<file path="src/rtl/config_pkg.sv">
// Shared constants and enums for the configuration loader.
package config_pkg;

  // Configuration register addresses
  localparam logic [31:0] ADDR_MSS      = 32'd0;
  localparam logic [31:0] ADDR_SND_BUF  = 32'd1;
  localparam logic [31:0] ADDR_REV_BUF  = 32'd2;
  localparam logic [31:0] ADDR_FLIGHT   = 32'd3;
  localparam logic [31:0] ADDR_INIT_SEQ = 32'd4;

  // AXI response codes
  localparam logic [1:0] RESP_OKAY   = 2'b00;
  localparam logic [1:0] RESP_SLVERR = 2'b10;
  localparam logic [1:0] RESP_DECERR = 2'b11;

  typedef enum logic [1:0] {
    ERR_NONE     = 2'b00,
    ERR_RESP     = 2'b01,
    ERR_MISMATCH = 2'b10,
    ERR_TIMEOUT  = 2'b11
  } err_code_e;

  typedef enum logic [2:0] {
    IDLE, WADDR, WRESP, RADDR, RDATA, NEXT, FIN
  } state_e;

endpackage

</file>
<file path="src/rtl/config_loader_if.sv">
// AXI4-Lite master bundle used by the configuration loader.
interface config_loader_if;
  logic [31:0] m_axi_awaddr;
  logic        m_axi_awvalid;
  logic        m_axi_awready;
  logic [31:0] m_axi_wdata;
  logic [3:0]  m_axi_wstrb;
  logic        m_axi_wvalid;
  logic        m_axi_wready;
  logic [1:0]  m_axi_bresp;
  logic        m_axi_bvalid;
  logic        m_axi_bready;
  logic [31:0] m_axi_araddr;
  logic        m_axi_arvalid;
  logic        m_axi_arready;
  logic [31:0] m_axi_rdata;
  logic [1:0]  m_axi_rresp;
  logic        m_axi_rvalid;
  logic        m_axi_rready;

  modport master (
    output m_axi_awaddr, m_axi_awvalid, m_axi_wdata, m_axi_wstrb, m_axi_wvalid,
           m_axi_bready, m_axi_araddr, m_axi_arvalid, m_axi_rready,
    input  m_axi_awready, m_axi_wready, m_axi_bresp, m_axi_bvalid,
           m_axi_arready, m_axi_rdata, m_axi_rresp, m_axi_rvalid
  );

  modport slave (
    input  m_axi_awaddr, m_axi_awvalid, m_axi_wdata, m_axi_wstrb, m_axi_wvalid,
           m_axi_bready, m_axi_araddr, m_axi_arvalid, m_axi_rready,
    output m_axi_awready, m_axi_wready, m_axi_bresp, m_axi_bvalid,
           m_axi_arready, m_axi_rdata, m_axi_rresp, m_axi_rvalid
  );
endinterface

</file>
<file path="src/rtl/cfg_phase_timer.sv">
// Per-phase cycle counter; flags expiry on the TIMEOUT-th enabled cycle.
module cfg_phase_timer #(
  parameter int TIMEOUT = 64
) (
  input  logic clk,
  input  logic rst_n,
  input  logic clr_i,
  input  logic en_i,
  output logic expired_o
);
  localparam int W = $clog2(TIMEOUT + 1);

  logic [W-1:0] cnt_q, cnt_d;

  // Clear wins over count; saturate at TIMEOUT so the flag stays asserted
  always_comb begin
    cnt_d = cnt_q;
    if (clr_i)                               cnt_d = '0;
    else if (en_i && cnt_q != W'(TIMEOUT))   cnt_d = cnt_q + 1'b1;
  end

  // Counter register
  always_ff @(posedge clk or negedge rst_n) begin
    if (!rst_n) cnt_q <= '0;
    else        cnt_q <= cnt_d;
  end

  assign expired_o = en_i && (cnt_q >= W'(TIMEOUT - 1));
endmodule

</file>
<file path="src/rtl/config_loader.sv">
// Writes a snapshot of configuration values over AXI4-Lite, optionally
// reading each one back, and reports the outcome with a done pulse.
module config_loader
  import config_pkg::*;
#(
  parameter int NUM_REGS = 5,
  parameter int TIMEOUT  = 64,
  parameter int VERIFY   = 1
) (
  input  logic            clk,
  input  logic            rst_n,
  input  logic            start,
  input  logic [31:0]     cfg_mss,
  input  logic [31:0]     cfg_snd_buf,
  input  logic [31:0]     cfg_rev_buf,
  input  logic [31:0]     cfg_flight,
  input  logic [31:0]     cfg_init_seq,
  config_loader_if.master axi,
  output logic            busy,
  output logic            done,
  output logic            err,
  output logic [1:0]      err_code,
  output logic [2:0]      err_idx
);
  state_e          state_q, state_d;
  logic [2:0]      idx_q, idx_d;
  logic [4:0][31:0] snap_q;
  logic            aw_done_q, aw_done_d, w_done_q, w_done_d;
  err_code_e       err_code_q, err_code_d;
  logic [2:0]      err_idx_q, err_idx_d;
  logic [31:0]     cur_val;
  logic            aw_hs, w_hs, phase_en, tmo;

  assign cur_val = (idx_q < 3'd5) ? snap_q[idx_q] : 32'h0;

  // Address/data track idx and the snapshot, so they cannot move mid-handshake
  assign axi.m_axi_awaddr  = {29'd0, idx_q};
  assign axi.m_axi_awvalid = (state_q == WADDR) && !aw_done_q;
  assign axi.m_axi_wdata   = cur_val;
  assign axi.m_axi_wstrb   = 4'hF;
  assign axi.m_axi_wvalid  = (state_q == WADDR) && !w_done_q;
  assign axi.m_axi_bready  = (state_q == WRESP);
  assign axi.m_axi_araddr  = {29'd0, idx_q};
  assign axi.m_axi_arvalid = (state_q == RADDR);
  assign axi.m_axi_rready  = (state_q == RDATA);

  assign aw_hs    = axi.m_axi_awvalid && axi.m_axi_awready;
  assign w_hs     = axi.m_axi_wvalid && axi.m_axi_wready;
  assign phase_en = (state_q == WADDR) || (state_q == WRESP) ||
                    (state_q == RADDR) || (state_q == RDATA);

  assign busy     = (state_q != IDLE);
  assign done     = (state_q == FIN);
  assign err      = (err_code_q != ERR_NONE);
  assign err_code = err_code_q;
  assign err_idx  = err_idx_q;

  cfg_phase_timer #(.TIMEOUT(TIMEOUT)) u_timer (
    .clk       (clk),
    .rst_n     (rst_n),
    .clr_i     (state_d != state_q),
    .en_i      (phase_en),
    .expired_o (tmo)
  );

  // Sequencer next-state, handshake tracking and error capture
  always_comb begin
    state_d    = state_q;
    idx_d      = idx_q;
    aw_done_d  = aw_done_q;
    w_done_d   = w_done_q;
    err_code_d = err_code_q;
    err_idx_d  = err_idx_q;
    case (state_q)
      IDLE: if (start) begin
        state_d    = WADDR;
        idx_d      = '0;
        aw_done_d  = 1'b0;
        w_done_d   = 1'b0;
        err_code_d = ERR_NONE;
        err_idx_d  = '0;
      end
      WADDR: begin
        aw_done_d = aw_done_q | aw_hs;
        w_done_d  = w_done_q | w_hs;
        if (aw_done_d && w_done_d) state_d = WRESP;
        else if (tmo) begin
          state_d = FIN; err_code_d = ERR_TIMEOUT; err_idx_d = idx_q;
        end
      end
      WRESP: begin
        if (axi.m_axi_bvalid) begin
          if (axi.m_axi_bresp == RESP_OKAY) state_d = (VERIFY != 0) ? RADDR : NEXT;
          else begin
            state_d = FIN; err_code_d = ERR_RESP; err_idx_d = idx_q;
          end
        end else if (tmo) begin
          state_d = FIN; err_code_d = ERR_TIMEOUT; err_idx_d = idx_q;
        end
      end
      RADDR: begin
        if (axi.m_axi_arready) state_d = RDATA;
        else if (tmo) begin
          state_d = FIN; err_code_d = ERR_TIMEOUT; err_idx_d = idx_q;
        end
      end
      RDATA: begin
        if (axi.m_axi_rvalid) begin
          if (axi.m_axi_rresp != RESP_OKAY) begin
            state_d = FIN; err_code_d = ERR_RESP; err_idx_d = idx_q;
          end else if (axi.m_axi_rdata != cur_val) begin
            state_d = FIN; err_code_d = ERR_MISMATCH; err_idx_d = idx_q;
          end else state_d = NEXT;
        end else if (tmo) begin
          state_d = FIN; err_code_d = ERR_TIMEOUT; err_idx_d = idx_q;
        end
      end
      NEXT: begin
        aw_done_d = 1'b0;
        w_done_d  = 1'b0;
        if (idx_q == 3'(NUM_REGS - 1)) state_d = FIN;
        else begin
          idx_d   = idx_q + 3'd1;
          state_d = WADDR;
        end
      end
      FIN:     state_d = IDLE;
      default: state_d = IDLE;
    endcase
  end

  // Control state registers
  always_ff @(posedge clk or negedge rst_n) begin
    if (!rst_n) begin
      state_q    <= IDLE;
      idx_q      <= '0;
      aw_done_q  <= 1'b0;
      w_done_q   <= 1'b0;
      err_code_q <= ERR_NONE;
      err_idx_q  <= '0;
    end else begin
      state_q    <= state_d;
      idx_q      <= idx_d;
      aw_done_q  <= aw_done_d;
      w_done_q   <= w_done_d;
      err_code_q <= err_code_d;
      err_idx_q  <= err_idx_d;
    end
  end

  // Snapshot of the cfg inputs taken when a start is accepted; index = address
  always_ff @(posedge clk or negedge rst_n) begin
    if (!rst_n) snap_q <= '0;
    else if (state_q == IDLE && start)
      snap_q <= {cfg_init_seq, cfg_flight, cfg_rev_buf, cfg_snd_buf, cfg_mss};
  end
endmodule

</file>
<file path="src/flat_wrapper.sv">
// flat-port wrapper written by rule: the top's interface ports become plain ports
module config_loader_flat import config_pkg::*;
#(
  parameter int NUM_REGS = 5,
  parameter int TIMEOUT  = 64,
  parameter int VERIFY   = 1
)
  (clk, rst_n, start, cfg_mss, cfg_snd_buf, cfg_rev_buf, cfg_flight, cfg_init_seq, busy, done, err, err_code, err_idx, axi_m_axi_awaddr, axi_m_axi_awvalid, axi_m_axi_wdata, axi_m_axi_wstrb, axi_m_axi_wvalid, axi_m_axi_bready, axi_m_axi_araddr, axi_m_axi_arvalid, axi_m_axi_rready, axi_m_axi_awready, axi_m_axi_wready, axi_m_axi_bresp, axi_m_axi_bvalid, axi_m_axi_arready, axi_m_axi_rdata, axi_m_axi_rresp, axi_m_axi_rvalid);
  config_loader_if axi_i ();
  input  logic clk;
  input  logic rst_n;
  input  logic start;
  input  logic [31:0] cfg_mss;
  input  logic [31:0] cfg_snd_buf;
  input  logic [31:0] cfg_rev_buf;
  input  logic [31:0] cfg_flight;
  input  logic [31:0] cfg_init_seq;
  output logic busy;
  output logic done;
  output logic err;
  output logic [1:0] err_code;
  output logic [2:0] err_idx;
  output wire logic [$bits(axi_i.m_axi_awaddr)-1:0] axi_m_axi_awaddr;
  output wire logic [$bits(axi_i.m_axi_awvalid)-1:0] axi_m_axi_awvalid;
  output wire logic [$bits(axi_i.m_axi_wdata)-1:0] axi_m_axi_wdata;
  output wire logic [$bits(axi_i.m_axi_wstrb)-1:0] axi_m_axi_wstrb;
  output wire logic [$bits(axi_i.m_axi_wvalid)-1:0] axi_m_axi_wvalid;
  output wire logic [$bits(axi_i.m_axi_bready)-1:0] axi_m_axi_bready;
  output wire logic [$bits(axi_i.m_axi_araddr)-1:0] axi_m_axi_araddr;
  output wire logic [$bits(axi_i.m_axi_arvalid)-1:0] axi_m_axi_arvalid;
  output wire logic [$bits(axi_i.m_axi_rready)-1:0] axi_m_axi_rready;
  input wire logic [$bits(axi_i.m_axi_awready)-1:0] axi_m_axi_awready;
  input wire logic [$bits(axi_i.m_axi_wready)-1:0] axi_m_axi_wready;
  input wire logic [$bits(axi_i.m_axi_bresp)-1:0] axi_m_axi_bresp;
  input wire logic [$bits(axi_i.m_axi_bvalid)-1:0] axi_m_axi_bvalid;
  input wire logic [$bits(axi_i.m_axi_arready)-1:0] axi_m_axi_arready;
  input wire logic [$bits(axi_i.m_axi_rdata)-1:0] axi_m_axi_rdata;
  input wire logic [$bits(axi_i.m_axi_rresp)-1:0] axi_m_axi_rresp;
  input wire logic [$bits(axi_i.m_axi_rvalid)-1:0] axi_m_axi_rvalid;
  assign axi_m_axi_awaddr = axi_i.m_axi_awaddr;
  assign axi_m_axi_awvalid = axi_i.m_axi_awvalid;
  assign axi_m_axi_wdata = axi_i.m_axi_wdata;
  assign axi_m_axi_wstrb = axi_i.m_axi_wstrb;
  assign axi_m_axi_wvalid = axi_i.m_axi_wvalid;
  assign axi_m_axi_bready = axi_i.m_axi_bready;
  assign axi_m_axi_araddr = axi_i.m_axi_araddr;
  assign axi_m_axi_arvalid = axi_i.m_axi_arvalid;
  assign axi_m_axi_rready = axi_i.m_axi_rready;
  assign axi_i.m_axi_awready = axi_m_axi_awready;
  assign axi_i.m_axi_wready = axi_m_axi_wready;
  assign axi_i.m_axi_bresp = axi_m_axi_bresp;
  assign axi_i.m_axi_bvalid = axi_m_axi_bvalid;
  assign axi_i.m_axi_arready = axi_m_axi_arready;
  assign axi_i.m_axi_rdata = axi_m_axi_rdata;
  assign axi_i.m_axi_rresp = axi_m_axi_rresp;
  assign axi_i.m_axi_rvalid = axi_m_axi_rvalid;
  config_loader #(.NUM_REGS(NUM_REGS), .TIMEOUT(TIMEOUT), .VERIFY(VERIFY)) u_core (.clk(clk), .rst_n(rst_n), .start(start), .cfg_mss(cfg_mss), .cfg_snd_buf(cfg_snd_buf), .cfg_rev_buf(cfg_rev_buf), .cfg_flight(cfg_flight), .cfg_init_seq(cfg_init_seq), .axi(axi_i), .busy(busy), .done(done), .err(err), .err_code(err_code), .err_idx(err_idx));
endmodule
</file>
<file path="config.mk">
export PLATFORM = sky130hd
export DESIGN_NAME = config_loader_flat
export DESIGN_NICKNAME = d
export VERILOG_FILES = /design/src/rtl/config_pkg.sv /design/src/rtl/config_loader_if.sv /design/src/rtl/cfg_phase_timer.sv /design/src/rtl/config_loader.sv /design/src/flat_wrapper.sv
export SDC_FILE = /design/constraint.sdc
export NUM_CORES = 1
export LEC_CHECK = 0
export CAP_MARGIN = 30
export CORE_MARGIN = 5
export CORE_UTILIZATION = 53
export CTS_BUF_LIST = sky130_fd_sc_hd__clkbuf_8
export DETAILED_ROUTE_END_ITERATION = 8
export GPL_TIMING_DRIVEN = 0
export PLACE_DENSITY = 0.89
export SYNTH_ARGS = -nofsm -noshare
export SYNTH_HDL_FRONTEND = slang
export SYNTH_SLANG_ARGS = --single-unit
</file>
<file path="constraint.sdc">
create_clock -name clk -period 7.41 [get_ports clk]
set_clock_uncertainty 0.2 [all_clocks]
set_input_delay 1.482 -clock clk [delete_from_list [all_inputs] [get_ports clk]]
set_output_delay 1.482 -clock clk [all_outputs]
set_load 0.005 [all_outputs]
</file>
## Word-level counts from Yosys, hierarchy flattened

Index checks and enable logic that the tools add are counted.

| word-level totals | value |
|---|---|
| register bits | 180 |
| input bits | 204 |

| cells by class | value |
|---|---|
| add/subtract/negate cells | 2 |
| $lt $le $gt $ge | 3 |
| equal/unequal tests | 16 |
| muxes and demuxes | 41 |
| bitwise logic cells | 2 |
| reduce and logical (&&, ||, !) cells | 25 |

Operator list:

| cell | count |
|---|---|
| 32-bit binary-select mux with 3-bit select | 1 |
| 32-bit 2-to-1 mux | 2 |
| 3-bit 2-to-1 mux | 19 |
| 32-bit inequality test | 1 |
| 2-bit 2-to-1 mux | 10 |
| 3-bit case mux with 6 select lines | 1 |
| 3-bit case mux with 5 select lines | 1 |
| 7-bit 2-to-1 mux | 2 |
| 3-bit == test, second input constant | 4 |
| 2-bit case mux with 5 select lines | 1 |
| 1-bit logical AND | 8 |
| 2-bit inequality test, second input constant | 4 |
| 2-bit nonzero test | 4 |
| 7-bit by 1-bit adder with 7-bit output, second input constant | 1 |
| 7-bit by 6-bit greater-or-equal comparator with 1-bit output, second input constant | 1 |
| 7-bit inequality test, second input constant | 1 |
| 3-bit by 2-bit == test with 1-bit output, second input constant | 2 |
| 1-bit case mux with 3 select lines | 2 |
| 3-bit case mux with 2 select lines | 1 |
| 6-bit AND reduction | 1 |
| 3-bit nonzero test | 2 |
| 5-bit nonzero test | 1 |
| 3-bit by 4-bit less-than comparator with 1-bit output, second input constant | 1 |
| 4-bit by 2-bit inequality test with 1-bit output, second input constant | 1 |
| other kinds (13) | 17 |

## Depth between registers and ports, before layout

| depth | value |
|---|---|
| word-level depth | 10 |
| gate-level depth with buffers | 12 |

## By module

From an unflattened synthesis, not the netlist that was laid out.

| unflattened totals | value |
|---|---|
| cells, all modules | 978 |
| area total of the unflattened synthesis | 10437.5 um^2 |

By module, submodules not included:

| module | times used | cells each | area each (um^2) | sequential area each (um^2) |
|---|---|---|---|---|
| config_loader | 1 | 934 | 10022.1 | 4329.2 |
| cfg_phase_timer | 1 | 44 | 415.4 | 175.2 |

## Worst setup path after synthesis

Ideal clock, no wire load.

| path | value |
|---|---|
| path type | input port to flip-flop |
| from | in axi_m_axi_rdata[6] |
| to | reg u_core.err_idx_q[0] (netlist: u_core.err_idx[0]) |
| library setup time | 126 ps |
| arrival time | 3533 ps |
| slack | 3551 ps |
| cell stages on the path | 9 |
| cell sequence | clkbuf_1 a211oi_1 a211oi_1 o32a_1 a221o_1 nor4_4 nand3_2 or2_1 a221o_1 |

| between the ends | value |
|---|---|
| longest elaborated chain between the ends | 3 |

RTL lines:

| what | line | text |
|---|---|---|
| from (decl) | flat_wrapper.sv:37 | `input wire logic [$bits(axi_i.m_axi_rdata)-1:0] axi_m_axi_rdata;` |
| 32-bit inequality test | config_loader.sv:111 | `end else if (axi.m_axi_rdata != cur_val) begin` |
| 4-bit by 2-bit inequality test with 1-bit output (no line) | -- |  |
| 6-bit AND reduction (no line) | -- |  |
| to (signal assigned) | config_loader.sv:147 | `err_idx_q <= err_idx_d;` |
| to (decl) | config_loader.sv:30 | `logic [2:0] err_idx_q, err_idx_d;` |

Every way passes these cells.
A chain may end at the register's enable or synchronous reset.

## Worst setup path in the final report

| path | value |
|---|---|
| from | reg u_core.idx_q[2] |
| to | out axi_m_axi_wdata[17] |

| between the ends | value |
|---|---|
| longest elaborated chain between the ends | 3 |
| elaborated cells between the ends (all ways) | 4 |
| those cells by class | 1 x order compare; 3 x mux |

RTL lines:

| what | line | text |
|---|---|---|
| from (decl) | config_loader.sv:26 | `logic [2:0] idx_q, idx_d;` |
| from (signal assigned) | config_loader.sv:143 | `idx_q <= idx_d;` |
| 32-bit binary-select mux with 3-bit select | config_loader.sv:34 | `assign cur_val = (idx_q < 3'd5) ? snap_q[idx_q] : 32'h0;` |
| 32-bit 2-to-1 mux (not written as such) | config_loader.sv:34 |  |
| 32-bit 2-to-1 mux * | config_loader.sv:34 |  |
| to (decl) | flat_wrapper.sv:25 | `output wire logic [$bits(axi_i.m_axi_wdata)-1:0] axi_m_axi_wdata;` |

Every way passes the cells marked *; elsewhere a longest branch is shown, timed or not. The select of a mux whose other input is x is not followed.

==> results by group <==
Finish
  – Design Area, Final: 14000 sq um
  – Most common cell after layout, fill and taps aside: nand2_1
  – Final net count: 1823
  – Syn-to-layout area delta: 33.7%
  – Ratio of cells with drive above 1 in the final layout: under 10%
  – Commonest non-fill, non-tap cells in the layout: 499 x nand2_1, 252 x clkdlybuf4s50_1, 180 x dfrtp_1

Synth
  – Cells taking the most area after synthesis: dfrtp_1 43%, nand2_1 18%, buf_4 4.9%
  – Synth Register Bits: 180
  – Synth top area share: 42.9%
  – Number of library cell types mapped by synthesis: just over 80
  – Async set-reset flop share out of synthesis: 100%
  – Yosys top cell by area: dfrtp_1
  – Syn Inst Count: 1282
  – Number of flops mapped to enable cells by yosys: 0
  – Synth Cell Area: 10500 sq um
  – Prevailing post-synth register cell: dfrtp_1
  – Sequential area share after synthesis: 42.9%
  – Yosys Warn Count: 0
  – Syn Area/Cell: 8.19 sq um

Timing
  – Max-slew violations: 0
  – RSZ-0062 raised after global routing: no
  – Fmax: 0.171 GHz
  – Final Cycle Share: between 70% and 80%
  – Slew headroom: 35.2%
  – Fin Setup TNS: 0 ns
  – Final Hold Vio Count: 0
  – Worst-Margin Slew: 0.972 ns
  – Final critical-path required period: 5.86 ns
  – Endpoints failing setup: 0

Clock tree
  – Post-CTS Resized: 0
  – CTS tree: built
  – Clock tree sinks: 180
  – Post-CTS Setup Bufs: 0
  – Bufs on Longest Clock Path: 2
  – Root buf cell: clkbuf_8
  – Post-CTS Hold Buffers: 0
  – TritonCTS Buffers: 17
  – Worst-Skew Late Latency: 0.49 ns
  – H-tree levels: 4
  – Reg clk slew, reported paths: 0.11 ns

Power and ir drop
  – Sw power: 2.23 mW
  – Leak: 6.73 nW
  – Flop pwr share: about 36%
  – Combinational cell fraction of total power: 50.1%
  – Worst vdd ir: 179 uV
  – Pwr per Cell Area: 355 nW/um^2
  – Int Pwr: around 2.8 mW
  – Clk pwr share: between 10% and 20%
  – Sw frac: 44.7%

Min path
  – HP Class: flop to flop

Critical path
  – CP Max Fanout: 10
  – Critical Path RT: 5.73 ns
  – Worst Path Class, Setup: flop to output port
  – Worst setup SP type: flop
  – Worst Path Arrival: between 4 and 5 ns
  – Critical Path End Type: output port

Detailed routing
  – DR DRC count: 0
  – WL per Instance: around 21 um
  – DR iter-0 viols: roughly 1300
  – Antenna-violating nets left: 0
  – Vias: approximately 11000
  – Drt first pass iters: 8
  – Routed vias/inst: 5.67
  – Detailed-route wire length: 40.2 mm

Floorplanning
  – Rows: 51
  – Core area: 19500 sq um
  – Die Area: 22700 sq um
  – Die Wd: 151 um
  – Die H: 151 um
  – # IOs: 317
  – Initial cell density of the core: 54.0%

GRT
  – All-Layer GR Usage: approximately a third
  – First-pass GRT wire length: 58.9 mm
  – Vias in the first global route: 10200
  – Largest net degree at the start of global routing: 114
  – Initial antenna violation count: 3
  – Grt total ovfl: 0

Status
  – Status: finished clean

Flow run
  – Max-Cap Viols: 0

Placement
  – Placement Cell Area: 13600 sq um
  – Post-DP HPWL: 31.5 mm
  – IO Port Bufs: 253
  – RD Place Congestion: 0.980
-- worst max-delay path, cell delays in order, from the launching register on --
cell and delay, ns:
dfrtp_1 0.46, buf_4 0.21, buf_6 0.17, buf_2 0.35, clkbuf_1 0.52, clkbuf_1 0.73
mux2i_1 0.16, nor2_1 0.13, a31oi_1 0.06, o21ai_0 0.32, clkdlybuf4s50_1 0.58
-- kinds of logic (layout without fill, tap and decap cells) --
kind of cell               Yosys count  count (layout)  share of synthesized area (%)
and+or+nand+nor                    658             658                           26.9
DFF                                180             180                           42.9
adders and majority gates            4               4                          0.476
muxes                               65              65                           7.00
AOI/OAI and AO/OA                  189             189                           12.4
xor gates and xnor gates            11              11                          0.917
other                                2              63                         0.0715
buffers and inverters              173             459                           9.35
-- final cells by class --
| class | instances | area, sq um |
|---|---|---|
| Fill cell | 1523 | 5410 |
| Clock buffer | 18 | 248 |
| Clock inverter | 14 | 173 |
| Inverter | 36 | 135 |
| Sequential cell | 180 | 4500 |
| Antenna cell | 1 | 2.50 |
| Multi-Input combinational cell | 989 | 5240 |
| Timing Repair Buffer | 254 | 2560 |
| Tap cell | 265 | 332 |
| Buffer | 137 | 847 |
-- metal layers --
metal / vias up / track usage, % / part of all wire [%]
li1: 4823 / - / -
met1: 5094 / 47.1 / 39
met4: 4 / 11.3 / 3.5
met2: 699 / 55.5 / 46
met3: 116 / 7.69 / 11
met5: - / 0 / 0.035
-- synth_stat cells, drive strengths merged, types with 9 or more instances --
master / instances
nand2: 499
dfrtp: 180
buf: 88
clkbuf: 49
mux2i: 45
o21ai: 45
nor2: 41
inv: 36
a21oi: 32
o22ai: 22
nor3: 19
nand3: 16
mux2: 15
nor2b: 14
nand2b: 13
a31oi: 11
and3: 10
a211oi: 9
-- power groups by stage --
stage               logic [mW]  clock network [mW]  registers [mW]
floorplan                 1.45                   0            1.64
global placement          2.37                   0            1.74
detailed placement        2.43                   0            1.76
CTS                       2.45               0.713            1.75
global route              2.69               0.755            1.80
finish                    2.50               0.720            1.77
-- state kept, by name, summed over array words and instances, names as in the netlist --
signal	count
u_core.snap_q	160
u_core.u_timer.cnt_q	7
u_core.err_idx	3
u_core.idx_q	3
u_core.state_q	3
u_core.err_code	2
u_core.aw_done_q	1
u_core.w_done_q	1
-- final timing paths --
path	from	to	slack, ns	depth (start not counted)
worst max-delay path	u_core.idx_q[2]	axi_m_axi_wdata[17]	1.55	10
worst min-delay path	u_core.snap_q[78]	u_core.snap_q[78]	0.29	2
worst max register to register	u_core.idx_q[2]	u_core.err_idx[0]	3.43	12
worst min register to register	u_core.snap_q[78]	u_core.snap_q[78]	0.29	2
max in group asynchronous	rst_n	u_core.snap_q[61]	5.34	2
min in group asynchronous	rst_n	u_core.snap_q[45]	0.71	1
-- per-stage QoR --
stage / util [%] / std cells / setup WS (ns) / total power [mW] / hold WS [ns]
CTS: 72.2 / 1893 / 1.77 / 4.91 / 0.287
global placement: 69.8 / 1860 / -2.54 / 4.11 / 0.250
finish: 72.2 / 1894 / 1.55 / 4.99 / 0.286
floorplan: - / 1342 / 3.55 / 3.08 / 0.238
detailed placement: 70.0 / 1861 / 2.27 / 4.20 / 0.262
global route: 72.2 / 1894 / 1.59 / 5.25 / 0.309
No activity file was read; power rests on OpenSTA's default activity.
